File: config.mk
export PLATFORM = sky130hd
export DESIGN_NAME = seg_p2s
export DESIGN_NICKNAME = d
export VERILOG_FILES = /design/src/rtl/seg_p2s.sv
export SDC_FILE = /design/constraint.sdc
export NUM_CORES = 1
export LEC_CHECK = 0
export CAP_MARGIN = 20
export CORE_UTILIZATION = 30
export DETAILED_ROUTE_END_ITERATION = 10
export GPL_ROUTABILITY_DRIVEN = 0
export GPL_TIMING_DRIVEN = 0
export SLEW_MARGIN = 15
export SYNTH_ARGS = -nofsm -noshare
export SYNTH_HDL_FRONTEND = slang
export SYNTH_SLANG_ARGS = --single-unit
File: constraint.sdc
create_clock -name clk -period 2.5 [get_ports clk]
set_input_delay 0.75 -clock clk [delete_from_list [all_inputs] [get_ports clk]]
set_output_delay 0.75 -clock clk [all_outputs]
set_load 0.02 [all_outputs]
File: src/rtl/seg_p2s.sv
// seg_p2s: parallel-to-serial driver for the 7-segment shift-register chain.
// A DATA_W-bit frame is shifted out MSB first, one bit per 2*HALF clk cycles,
// with the serial clock rising mid-bit. All pin outputs come straight from flops.
// Optional feature macro: SEG_P2S_AUTO_REFRESH_EN (self-starting back-to-back
// frames; start is ignored when defined).
module seg_p2s #(
    parameter int unsigned DATA_W = 64,
    parameter int unsigned HALF   = 2
) (
    input  logic              clk,
    input  logic              rst,
    input  logic              start,
    input  logic [DATA_W-1:0] data,
    output logic              busy,
    output logic              done,
    output logic              s_clk,
    output logic              s_dat,
    output logic              s_clr,
    output logic              s_en
);

    localparam int unsigned BIT_W = (DATA_W > 1) ? $clog2(DATA_W) : 1;
    localparam int unsigned PH_W  = (2 * HALF > 1) ? $clog2(2 * HALF) : 1;

    localparam logic [BIT_W-1:0] BIT_TOP  = BIT_W'(DATA_W - 1);
    localparam logic [PH_W-1:0]  PH_LAST  = PH_W'(2 * HALF - 1);
    localparam logic [PH_W-1:0]  PH_HIGH  = PH_W'(HALF);

    localparam logic [1:0] ST_IDLE  = 2'd0;
    localparam logic [1:0] ST_SHIFT = 2'd1;
    localparam logic [1:0] ST_DONE  = 2'd2;

    logic [1:0]        state_q, state_d;
    logic [DATA_W-1:0] shreg_q, shreg_d;
    logic [BIT_W-1:0]  bit_q,   bit_d;
    logic [PH_W-1:0]   phase_q, phase_d;

    logic busy_q,  busy_d;
    logic done_q,  done_d;
    logic s_clk_q, s_clk_d;
    logic s_dat_q, s_dat_d;
    logic s_clr_q;
    logic s_en_q,  s_en_d;

    logic go;

`ifdef SEG_P2S_AUTO_REFRESH_EN
    logic start_unused;
    assign start_unused = start;
    assign go = s_clr_q;
`else
    assign go = s_clr_q & start;
`endif

    // Frame sequencing: capture in IDLE, walk phase/bit counters in SHIFT, one DONE cycle.
    always_comb begin
        state_d = state_q;
        shreg_d = shreg_q;
        bit_d   = bit_q;
        phase_d = phase_q;
        case (state_q)
            ST_IDLE: begin
                if (go) begin
                    state_d = ST_SHIFT;
                    shreg_d = data;
                    bit_d   = BIT_TOP;
                    phase_d = '0;
                end
            end
            ST_SHIFT: begin
                if (phase_q == PH_LAST) begin
                    phase_d = '0;
                    if (bit_q == '0) begin
                        state_d = ST_DONE;
                    end else begin
                        bit_d   = bit_q - 1'b1;
                        shreg_d = {shreg_q[DATA_W-2:0], 1'b0};
                    end
                end else begin
                    phase_d = phase_q + 1'b1;
                end
            end
            ST_DONE: begin
                state_d = ST_IDLE;
            end
            default: begin
                state_d = ST_IDLE;
            end
        endcase
    end

    // Pin values are derived from the next state so the registered pins line up with it.
    always_comb begin
        busy_d  = (state_d == ST_SHIFT);
        done_d  = (state_d == ST_DONE);
        s_clk_d = (state_d == ST_SHIFT) && (phase_d >= PH_HIGH);
        s_dat_d = (state_d == ST_SHIFT) && shreg_d[DATA_W-1];
        s_en_d  = s_en_q | done_d;
    end

    // State and output registers with synchronous reset.
    always_ff @(posedge clk) begin
        if (rst) begin
            state_q <= ST_IDLE;
            shreg_q <= '0;
            bit_q   <= '0;
            phase_q <= '0;
            busy_q  <= 1'b0;
            done_q  <= 1'b0;
            s_clk_q <= 1'b0;
            s_dat_q <= 1'b0;
            s_clr_q <= 1'b0;
            s_en_q  <= 1'b0;
        end else begin
            state_q <= state_d;
            shreg_q <= shreg_d;
            bit_q   <= bit_d;
            phase_q <= phase_d;
            busy_q  <= busy_d;
            done_q  <= done_d;
            s_clk_q <= s_clk_d;
            s_dat_q <= s_dat_d;
            s_clr_q <= 1'b1;
            s_en_q  <= s_en_d;
        end
    end

    assign busy  = busy_q;
    assign done  = done_q;
    assign s_clk = s_clk_q;
    assign s_dat = s_dat_q;
    assign s_clr = s_clr_q;
    assign s_en  = s_en_q;

endmodule

==> results of run 1 <==
## power by group through the flow
stage	sequential [W]	clock, W	combinational (W)
after CTS	0.00137	0.00104	0.000322
after global routing	0.00138	0.00110	0.000353
after detailed placement	0.00140	0	0.000319
final	0.00137	0.00102	0.000318
after global placement	0.00140	0	0.000314
after floorplan	0.00139	0	0.000161
## synthesized netlist by cell type, types with 2 or more instances
| master | instances | area [um2] |
|---|---|---|
| buf_2 | 9 | 45.04 |
| nand4_1 | 2 | 12.51 |
| and3_1 | 3 | 18.77 |
| nor2_1 | 6 | 22.52 |
| nor3_1 | 4 | 20.02 |
| clkbuf_1 | 19 | 71.32 |
| a211oi_1 | 2 | 15.01 |
| buf_6 | 10 | 112.6 |
| nand2_1 | 2 | 7.510 |
| a21oi_1 | 68 | 340.3 |
| ha_1 | 2 | 25.02 |
| a22oi_2 | 10 | 125.1 |
| dfxtp_1 | 80 | 1602 |
| a22oi_1 | 55 | 412.9 |
| inv_1 | 3 | 11.26 |
| a311oi_1 | 4 | 35.03 |
| nand3_1 | 65 | 325.3 |
| nor2b_1 | 2 | 12.51 |
## per-stage QoR
step | TNS (ps) | hold slack [ps] | total power, W | utilization [%]
6_report | 0 | 459.4 | 0.002704 | 40.95
5_1_grt | 0 | 486.4 | 0.002829 | 40.95
3_3_place_gp | -1264 | 444.3 | 0.001710 | 39.02
2_1_floorplan | 0 | 443.2 | 0.001554 | -
3_5_place_dp | -3567 | 446.6 | 0.001717 | 39.02
4_1_cts | 0 | 467.0 | 0.002732 | 40.95
## placed cells by master (no fill, tap or decap)
cell type        synthesis  layout
dfxtp_1                 80      80
clkdlybuf4s50_1          0      72
a21oi_1                 68      68
nand3_1                 65      65
a22oi_1                 55      55
clkbuf_1                19      19
buf_6                   10      10
a22oi_2                 10      10
clkbuf_8                 0      10
buf_2                    9       9
nor2_1                   6       6
nor3_1                   4       4
a311oi_1                 4       4
inv_1                    3       3
and3_1                   3       3
nand4_1                  2       2
nand2_1                  2       2
a211oi_1                 2       2
nor2b_1                  2       2
ha_1                     2       2
clkinv_2                 0       2
bufinv_16                0       2
or3_4                    1       1
nand2b_1                 1       1
and3b_1                  1       1
o21a_1                   1       1
o21ai_4                  1       1
o31ai_1                  1       1
a31oi_1                  1       1
or3_1                    1       1
or2_2                    1       1
mux2i_1                  1       1
a21boi_0                 1       1
a21o_1                   1       1
## metal layers
layer / track usage (%) / up-vias / part of all wire (%)
li1: - / 1510 / -
met2: 24.47 / 75 / 47
met1: 19.56 / 1427 / 45
met3: 3.465 / 15 / 5.4
met4: 6.849 / 0 / 2.0
met5: 0 / - / 0
## worst max-delay path, delay by kind of cell
kind,cells,cell delay (ps)
AO/OA/AOI/OAI,1,170
buffers and inverters,3,1310
AND/OR/NAND/NOR,2,280
## final timing paths
check | to
worst max-delay path | shreg_q[47]$_SDFFE_PP0P_
worst min-delay path | s_en$_SDFF_PP0_
worst max register to register | shreg_q[47]$_SDFFE_PP0P_
worst min register to register | s_en$_SDFF_PP0_
## final cells by class
| class | count | area (um2) |
|---|---|---|
| fill | 1090 | 6374 |
| sequential | 80 | 1602 |
| multi-input combinational | 237 | 1474 |
| timing repair buffer | 72 | 720.7 |
| buffer | 38 | 229.0 |
| tap | 140 | 175.2 |
| clock buffer | 10 | 137.6 |
| clock inverter | 4 | 70.07 |
| inverter | 3 | 11.26 |
## cell families after synthesis
group / after synthesis / synth area share (%)
fa+ha+maj: 2 / 0.7546
flops: 80 / 48.30
buf+inv: 41 / 7.245
compound gates: 145 / 29.59
simple gates: 89 / 13.81
mux: 1 / 0.3019
==> impl_metrics.yaml, run 1 <==
status:
  outcome: "complete, no violations"
cts:
  clock_path_buffers: 2
  root_buffer: "clkbuf_8"
  cts_tree: "yes"
  cts_hold_buffers: 0
  htree_num_levels: 3
  post_cts_resized: 0
  clk_latency_ps: 350
  clkSlewWorstSetupHoldPaths_ps: 80
  cts_buffers: 9
  postCtsSetupRepairBufs: 0
  cts.sinks: 80
power:
  pwr-share-comb_pct: 11.8
  power_leakage_nw: 1.489
  pwr_density_cell_nw_per_um2: 611.9
  power.switching_w: 0.0006221
  p_sw_share_pct: 23.01
  clkPwrFrac_pct: 37.6
  p_seq_share_pct: 50.6
  ir_drop_uv: 231.1
  internal-power_w: 0.002082
cells_and_area:
  area_growth_pct: 33.28
  stdcell_count: 584
  final_nets: 510
  top_regs: "shreg_q (64), bit_q (6), state_q (2)"
  antenna_cells: 0
  finalInstanceArea_um2: 4419
  regMostFlops: "shreg_q"
  drive_gt1_share_pct: 10.36
  largest_reg_flops: 64
sta:
  setup_viol_count_final: 0
  drv_slew: 0
  slew_headroom_pct: 62.24
  tightest_slew_ps: 562.6
  rsz0062_at_grt: "false"
  timing.fmax_mhz: 448.4
  finalWorstSetupSlack_ps: 269.7
  finalCritPeriodShare_pct: 89.21
  skew_ps: 9.732
  finalHoldViolations: 0
  period_needed_ps: 2230
floorplanning:
  core-area_um2: 10790
  io_pins: 73
  die-area_um2: 11480
  fp-row-count: 38
  die_width_um: 107.1
  die_h_um: 107.1
  initial_utilization_pct: 30.72
job:
  drv_cap: 0
critical_path:
  cp_max_fo: 10
  reg2regPathDepth: 6
  worstReg2RegStart: "state_q[0]$_SDFF_PP0_"
  crit_chain: "clkdlybuf4s50_1 -> nand3_1 -> clkbuf_1 -> clkbuf_1 -> nand3_1 -> a21oi_1"
  critPathMaxStageDelay_ps: 450
  path_class: "in2reg"
  timing.reg2reg.setup_slack_ps: 640
  cp-start-kind: "primary input"
  end_kind: "flip-flop"
  cp_slowest_cell: "clkdlybuf4s50_1"
  cp.required_ps: 2780
  cp-startpoint: "start"
  crit_arrival_ps: 2510
place:
  place_area_um2: 4212
  placed_cells: 570
  place_ws_ps: -140.4
  port_buffers: 72
  detailed_place_hpwl_mm: 5.786
synth:
  netlist_area_um2: 3316
  synth_area_per_cell_um2: 9.262
  async_reset_ff_share_pct: 0
  syn_inst: 358
  synth_seq_area_share_pct: 48.30
  synth_cell_type_count: 30
  synth-edff-count: 0
  syn-num-nets: 427
  ys.flop_type: "dfxtp_1"
  yosys_warnings: 0
  ys_seq_elements: 80
global_routing:
  grtUsageTotal_pct: 15.29
  grt_overflow: 0
  grt_pass1_vias: 2947
  antenna_found_initial: 0
  grt_max_degree: 13
  grt_pass1_wl_mm: 13.91
detailed_routing:
  drc: 0
  ant_nets: 0
  drt_iter0_markers: 170
  avgViaCountPerCell: 5.183
  wl_per_cell_um: 14.51
  drt_first_pass_iters: 5
  num_vias: 3027
  totalWireLength_mm: 8.475
hold_path:
  holdPathStages: 1
  min_from: "s_en$_SDFF_PP0_"
  hold_class: "reg2reg"
No activity file was read; power rests on OpenSTA's default activity.
==> run 2: changes to the inputs <==
Settings changed: CTS_CLUSTER_DIAMETER from default to 30.
==> results of run 2 <==
Final layout, timing and power as in run 1 (identical DEF).
